==> src/rtl/regbank_8x32.sv <==
// -----------------------------------------------------------------------------
// regbank_8x32
//
// Eight-entry register bank written through a one-hot write-select bus that
// comes straight from the upstream 3-to-8 write-address decoder. It has two
// combinational read ports for the ALU operand path of a single-cycle datapath.
//
// A select with more than one bit set is treated as corrupt. The bank drops
// that write, flags it for one cycle and counts it. A per-entry "written since
// reset" mask is kept for debug.
//
// Parameters
//   WIDTH     : data width of each entry
//   ZERO_REG0 : 1 -> entry 0 reads as zero and ignores writes
//   BYPASS    : 1 -> a read of the entry being written this cycle returns wdata
//
// Ports
//   clk      in   rising-edge clock
//   rst_n    in   asynchronous active-low reset
//   we_sel   in   8-bit one-hot write select (all-zero = no write)
//   wdata    in   write data
//   raddr_a  in   read address, port A
//   raddr_b  in   read address, port B
//   rdata_a  out  read data, port A (combinational)
//   rdata_b  out  read data, port B (combinational)
//   written  out  bit i set once entry i has accepted a write since reset
//   sel_err  out  one-cycle pulse: the previous cycle's we_sel was multi-hot
//   err_cnt  out  saturating count of multi-hot select cycles
// -----------------------------------------------------------------------------
module regbank_8x32 #(
    parameter int WIDTH     = 32,
    parameter int ZERO_REG0 = 1,
    parameter int BYPASS    = 1
) (
    input  logic             clk,
    input  logic             rst_n,
    input  logic [7:0]       we_sel,
    input  logic [WIDTH-1:0] wdata,
    input  logic [2:0]       raddr_a,
    input  logic [2:0]       raddr_b,
    output logic [WIDTH-1:0] rdata_a,
    output logic [WIDTH-1:0] rdata_b,
    output logic [7:0]       written,
    output logic             sel_err,
    output logic [7:0]       err_cnt
);

    typedef enum logic [1:0] {
        SEL_NONE  = 2'd0,
        SEL_ONE   = 2'd1,
        SEL_MULTI = 2'd2
    } sel_class_e;

    // Classifies the select by its population count: zero, exactly one, or more.
    function automatic sel_class_e classify_sel(input logic [7:0] sel);
        logic [3:0] ones;
        ones = 4'd0;
        for (int i = 0; i < 8; i++) begin
            ones = ones + {3'd0, sel[i]};
        end
        case (ones)
            4'd0:    classify_sel = SEL_NONE;
            4'd1:    classify_sel = SEL_ONE;
            default: classify_sel = SEL_MULTI;
        endcase
    endfunction

    // Returns one read port's value. A read of entry 0 is forced to zero when
    // that entry is hardwired. Otherwise a write landing this cycle is forwarded
    // when bypass is on, and the stored value is returned in every other case.
    function automatic logic [WIDTH-1:0] read_port(
        input logic [2:0]            addr,
        input logic [7:0][WIDTH-1:0] mem,
        input logic [7:0]            wmask,
        input logic [WIDTH-1:0]      wd
    );
        if ((ZERO_REG0 != 0) && (addr == 3'd0)) begin
            read_port = {WIDTH{1'b0}};
        end else if ((BYPASS != 0) && wmask[addr]) begin
            read_port = wd;
        end else begin
            read_port = mem[addr];
        end
    endfunction

    logic [7:0][WIDTH-1:0] mem_q, mem_d;
    logic [7:0]            written_q, written_d;
    logic                  sel_err_q, sel_err_d;
    logic [7:0]            err_cnt_q, err_cnt_d;

    sel_class_e            sel_class_s;
    logic                  multi_s;
    logic [7:0]            wr_mask_s;

    // Decides which entry, if any, really takes the write this cycle.
    always_comb begin
        sel_class_s = classify_sel(we_sel);
        multi_s     = (sel_class_s == SEL_MULTI);
        wr_mask_s   = 8'h00;
        // The rst_n term keeps a write from being forwarded during reset,
        // because reset discards that write anyway.
        if (rst_n && (sel_class_s == SEL_ONE)) begin
            wr_mask_s = we_sel;
        end else begin
            wr_mask_s = 8'h00;
        end
        if (ZERO_REG0 != 0) begin
            wr_mask_s[0] = 1'b0;
        end else begin
            wr_mask_s[0] = wr_mask_s[0];
        end
    end

    // Computes the next state of the entries, the written mask and the error tracking.
    always_comb begin
        mem_d     = mem_q;
        written_d = written_q | wr_mask_s;
        sel_err_d = multi_s;
        err_cnt_d = err_cnt_q;
        for (int i = 0; i < 8; i++) begin
            if (wr_mask_s[i]) begin
                mem_d[i] = wdata;
            end else begin
                mem_d[i] = mem_q[i];
            end
        end
        if (multi_s && (err_cnt_q != 8'hFF)) begin
            err_cnt_d = err_cnt_q + 8'd1;
        end else begin
            err_cnt_d = err_cnt_q;
        end
    end

    // Holds the state registers, which are cleared asynchronously by reset.
    always_ff @(posedge clk or negedge rst_n) begin
        if (!rst_n) begin
            mem_q     <= {8{{WIDTH{1'b0}}}};
            written_q <= 8'h00;
            sel_err_q <= 1'b0;
            err_cnt_q <= 8'h00;
        end else begin
            mem_q     <= mem_d;
            written_q <= written_d;
            sel_err_q <= sel_err_d;
            err_cnt_q <= err_cnt_d;
        end
    end

    // Drives the read ports combinationally, with no registers on the read path.
    always_comb begin
        rdata_a = read_port(raddr_a, mem_q, wr_mask_s, wdata);
        rdata_b = read_port(raddr_b, mem_q, wr_mask_s, wdata);
    end

    assign written = written_q;
    assign sel_err = sel_err_q;
    assign err_cnt = err_cnt_q;

endmodule

==> config.mk <==
export PLATFORM = sky130hd
export DESIGN_NAME = regbank_8x32
export DESIGN_NICKNAME = d
export VERILOG_FILES = /design/src/rtl/regbank_8x32.sv
export SDC_FILE = /design/constraint.sdc
export NUM_CORES = 1
export LEC_CHECK = 0
export ABC_AREA = 0
export CORE_MARGIN = 3
export CORE_UTILIZATION = 30
export DETAILED_ROUTE_END_ITERATION = 8
export SYNTH_ARGS = -nofsm -noshare
export SYNTH_HDL_FRONTEND = slang
export SYNTH_SLANG_ARGS = --single-unit
==> constraint.sdc <==
create_clock -name clk -period 12.6 [get_ports clk]
set_input_delay 2.52 -clock clk [delete_from_list [all_inputs] [get_ports clk]]
set_output_delay 2.52 -clock clk [all_outputs]
set_load 0.01 [all_outputs]
==> metrics.md <==
| Metric | Value |
|---|---|
| Fmax | 96.2 MHz |
| Detailed Route Iter0 Violations | 470 |
| Static leakage | 0.00640 uW |
| Clock power share | 22.7% |
| Top-area cell type share of the netlist area | 44.6% |
| Slowest cell on crit path | nor4_4 |
| Total CTS buffers | 28 |
| Switching part of the total | 30.7% |
| Yosys warns | 0 |
| H-tree Lvls | 1 |
| RSZ-0062 raised after global routing | no |
| Skew final | 0.00412 ns |
| Root buffer cell | clkbuf_16 |
| Overflow after GRT | 0 |
| HP Class | flip-flop to flip-flop |
| Fin nets | 1188 |
| Core Rows | 77 |
| Clock buffer depth | 3 |
| Comb power frac | 37.3% |
| Pint | 2430 uW |
| Total Wirelength | 38800 um |
| Worst EP arrival | 7.88 ns |
| GRT Util Overall | 16.3% |
| Post-DR vias/cell | 5.22 |
| Final worst slack | 2.20 ns |
| Worst vdd ir | 122 uV |
| Cell taking the most area after synthesis | dfrtp_1 |
| Period utilisation layout | 82.5% |
| Psw | 1080 uW |
| CP Max Fanout | 32 |
| Status | completed |
| Post-CTS Resized | 0 |
| DR DRC count | 0 |
| Top post-synthesis cells by area | dfrtp_1 45%, mux2_2 24%, mux4_2 11%, a221oi_1 2.1%, nand2_1 1.9% |
| Syn_area_per_cell | 12.5 um^2 |
| Area Growth Syn to Fin | 19.0% |
| Post-DP HPWL | 22700 um |
| Worst Setup End Kind | output port |
| Routed Antenna Nets | 0 |
| Width of the die | 218 um |
| Layout Cells excl Fill | 1747 |
| Initial Util | 30.4% |
| Slew Limit Fails | 0 |
| Least-Margin Pin Slew | 1.14 ns |
| Dpl cells | 1694 |
| Die area | 47500 um^2 |
| Power per cell area | 219 nW/um^2 |
| Mapped Area | 13500 um^2 |
| Number of setup violations in the final report | 0 |
| Num ports | 129 |
| Reg power frac | 39.9% |
| Cell mode on critical path | fa_1 |
| Minimum clock period after layout | 10.40 ns |
| Vias in the first global route | 9587 |
| DP Worst Slack | 2.15 ns |
| Max-cap viol count | 0 |
| Layout cells sized above 1 | 38.0% |
| Number of synthesized flops with an enable pin | 0 |
| Setup_tns | 0 ns |
| Setup Fix Bufs, Post-CTS | 0 |
| Post-synth ARST share | 100% |
| Critical-path cell list | clkdlybuf4s50_1, inv_1, fa_1, fa_1, fa_1, inv_1, ha_1, inv_1, fa_1, nand3_1, nor4_4, buf_4, nand2_1, o21ai_0, clkdlybuf4s50_1 |
| Antenna violations before repair | 3 |
| Clk slew on worst S/H paths | 0.06 ns |
| RePlAce Congestion | 0.737 |
| Critical Path RT | 10.08 ns |
| Layout fillers | 4318 |
| Wire length per cell | 22.2 um |
| Via count | 9123 |
| Final hold vios | 0 |
| Num Clock Sinks | 240 |
| Syn Nets | 1133 |
| Global-route wire length before repair | 59700 um |
| FF+latch count, synth | 240 |
| Startpoint Class | primary input |
| Post-synth cell types | 31 |
| Clk_lat worst skew | 0.56 ns |
| Register area share after synthesis | 44.6% |
| Router iterations before antenna repair | 4 |
| Util after Layout | 36.2% |
| Hold-fix buffers, CTS | 0 |
| Most used DFF post-synth | dfrtp_1 |
| Die H | 218 um |
| Slew headroom | 23.9% |
| CTS tree | yes |
| CORE AREA | 44300 um^2 |
| Synthesized instance count | 1077 |
| Critical path's largest stage delay | 0.91 ns |
| Largest net degree at the start of global routing | 143 |
| Port-buffer cells | 127 |
| WS Path Type | primary input to output port |
## routing by layer
layer  part of all wire (%)  track usage, %  vias to the layer above
li1                       -               -                     4091
met4                    2.5            4.72                        0
met2                     49            28.1                      195
met5                      0               0                        -
met1                     45            21.6                     4775
met3                    3.3            1.84                       62
## final timing paths
path | start | to | slack (ns) | cells after the start
hold / removal | written[3] | written[3] | 0.47 | 1
min in group asynchronous | rst_n | mem_q[190] | 1.99 | 1
max in group asynchronous | rst_n | mem_q[148] | 9.32 | 2
setup / recovery | we_sel[1] | rdata_a[0] | 2.20 | 15
setup reg to reg | err_cnt[3] | err_cnt[7] | 11.03 | 5
hold reg to reg | written[3] | written[3] | 0.47 | 1
## cell usage in the layout (no fill, tap or decap), types with 8 or more instances in the layout
cell / n
a21oi_1: 36
a221oi_1: 32
a22oi_1: 32
buf_4: 18
clkbuf_16: 28
clkbuf_8: 10
clkdlybuf4s50_1: 120
dfrtp_1: 240
inv_1: 13
mux2_2: 291
mux4_2: 66
nand2_1: 69
nand2b_1: 8
nor2_1: 33
nor2b_1: 35
o21ai_0: 27
o31ai_1: 31
## state kept, by name, summed over array words and instances (netlist names)
name	cells
err_cnt	8
mem_q	224
sel_err	1
written	7
## cell usage after synthesis, drive strengths merged (32+ instances only)
master and instances:
a21oi 37, a221oi 33, a22oi 32, buf 57, clkbuf 61, dfrtp 240, mux2 291, mux4 66
nand2 76, nor2 34, nor2b 37, o21ai 34
## critical path: cells and delay by family
kind,cells,cell delay [ns]
fa+ha+maj,5,2.11
buf+inv,6,1.86
simple gates,3,1.19
compound gates,1,0.18
## logic make-up after synthesis
family	count (synthesis)	synth area share (%)
multiplexers	358	35.4
buffers and inverters	131	4.23
adder cells (fa/ha/maj)	8	0.966
XOR/XNOR	6	0.390
flip-flops	240	44.6
AND/OR/NAND/NOR	166	5.99
AO/OA/AOI/OAI	167	8.37
other	1	0.0278
## cell type report
cell class	count	area, um^2	share of cell area, %
Timing Repair Buffer	143	1400	8.74
Tap cell	592	741	4.62
Antenna cell	2	5.00	0.0312
Inverter	13	48.8	0.304
Clock inverter	6	50.0	0.312
Sequential cell	240	6010	37.5
Multi-Input combinational cell	706	6910	43.1
Clock buffer	45	865	5.40
## power by group through the flow
stage | combinational (uW) | sequential [uW] | clock (uW)
after global placement | 1300 | 1380 | 0
after global routing | 1430 | 1460 | 849
final | 1310 | 1400 | 798
after CTS | 1330 | 1400 | 819
after detailed placement | 1320 | 1410 | 0
after floorplan | 907 | 1340 | 0
## stage by stage
step / hold slack, ns / power, uW / area [um^2]
5_1_grt: 0.502 / 3730 / 16000
3_3_place_gp: 0.453 / 2680 / 15100
4_1_cts: 0.474 / 3550 / 16000
2_1_floorplan: 0.491 / 2250 / 13500
3_5_place_dp: 0.455 / 2730 / 15100
6_report: 0.469 / 3510 / 16000
(Power assumes the default switching activity.)
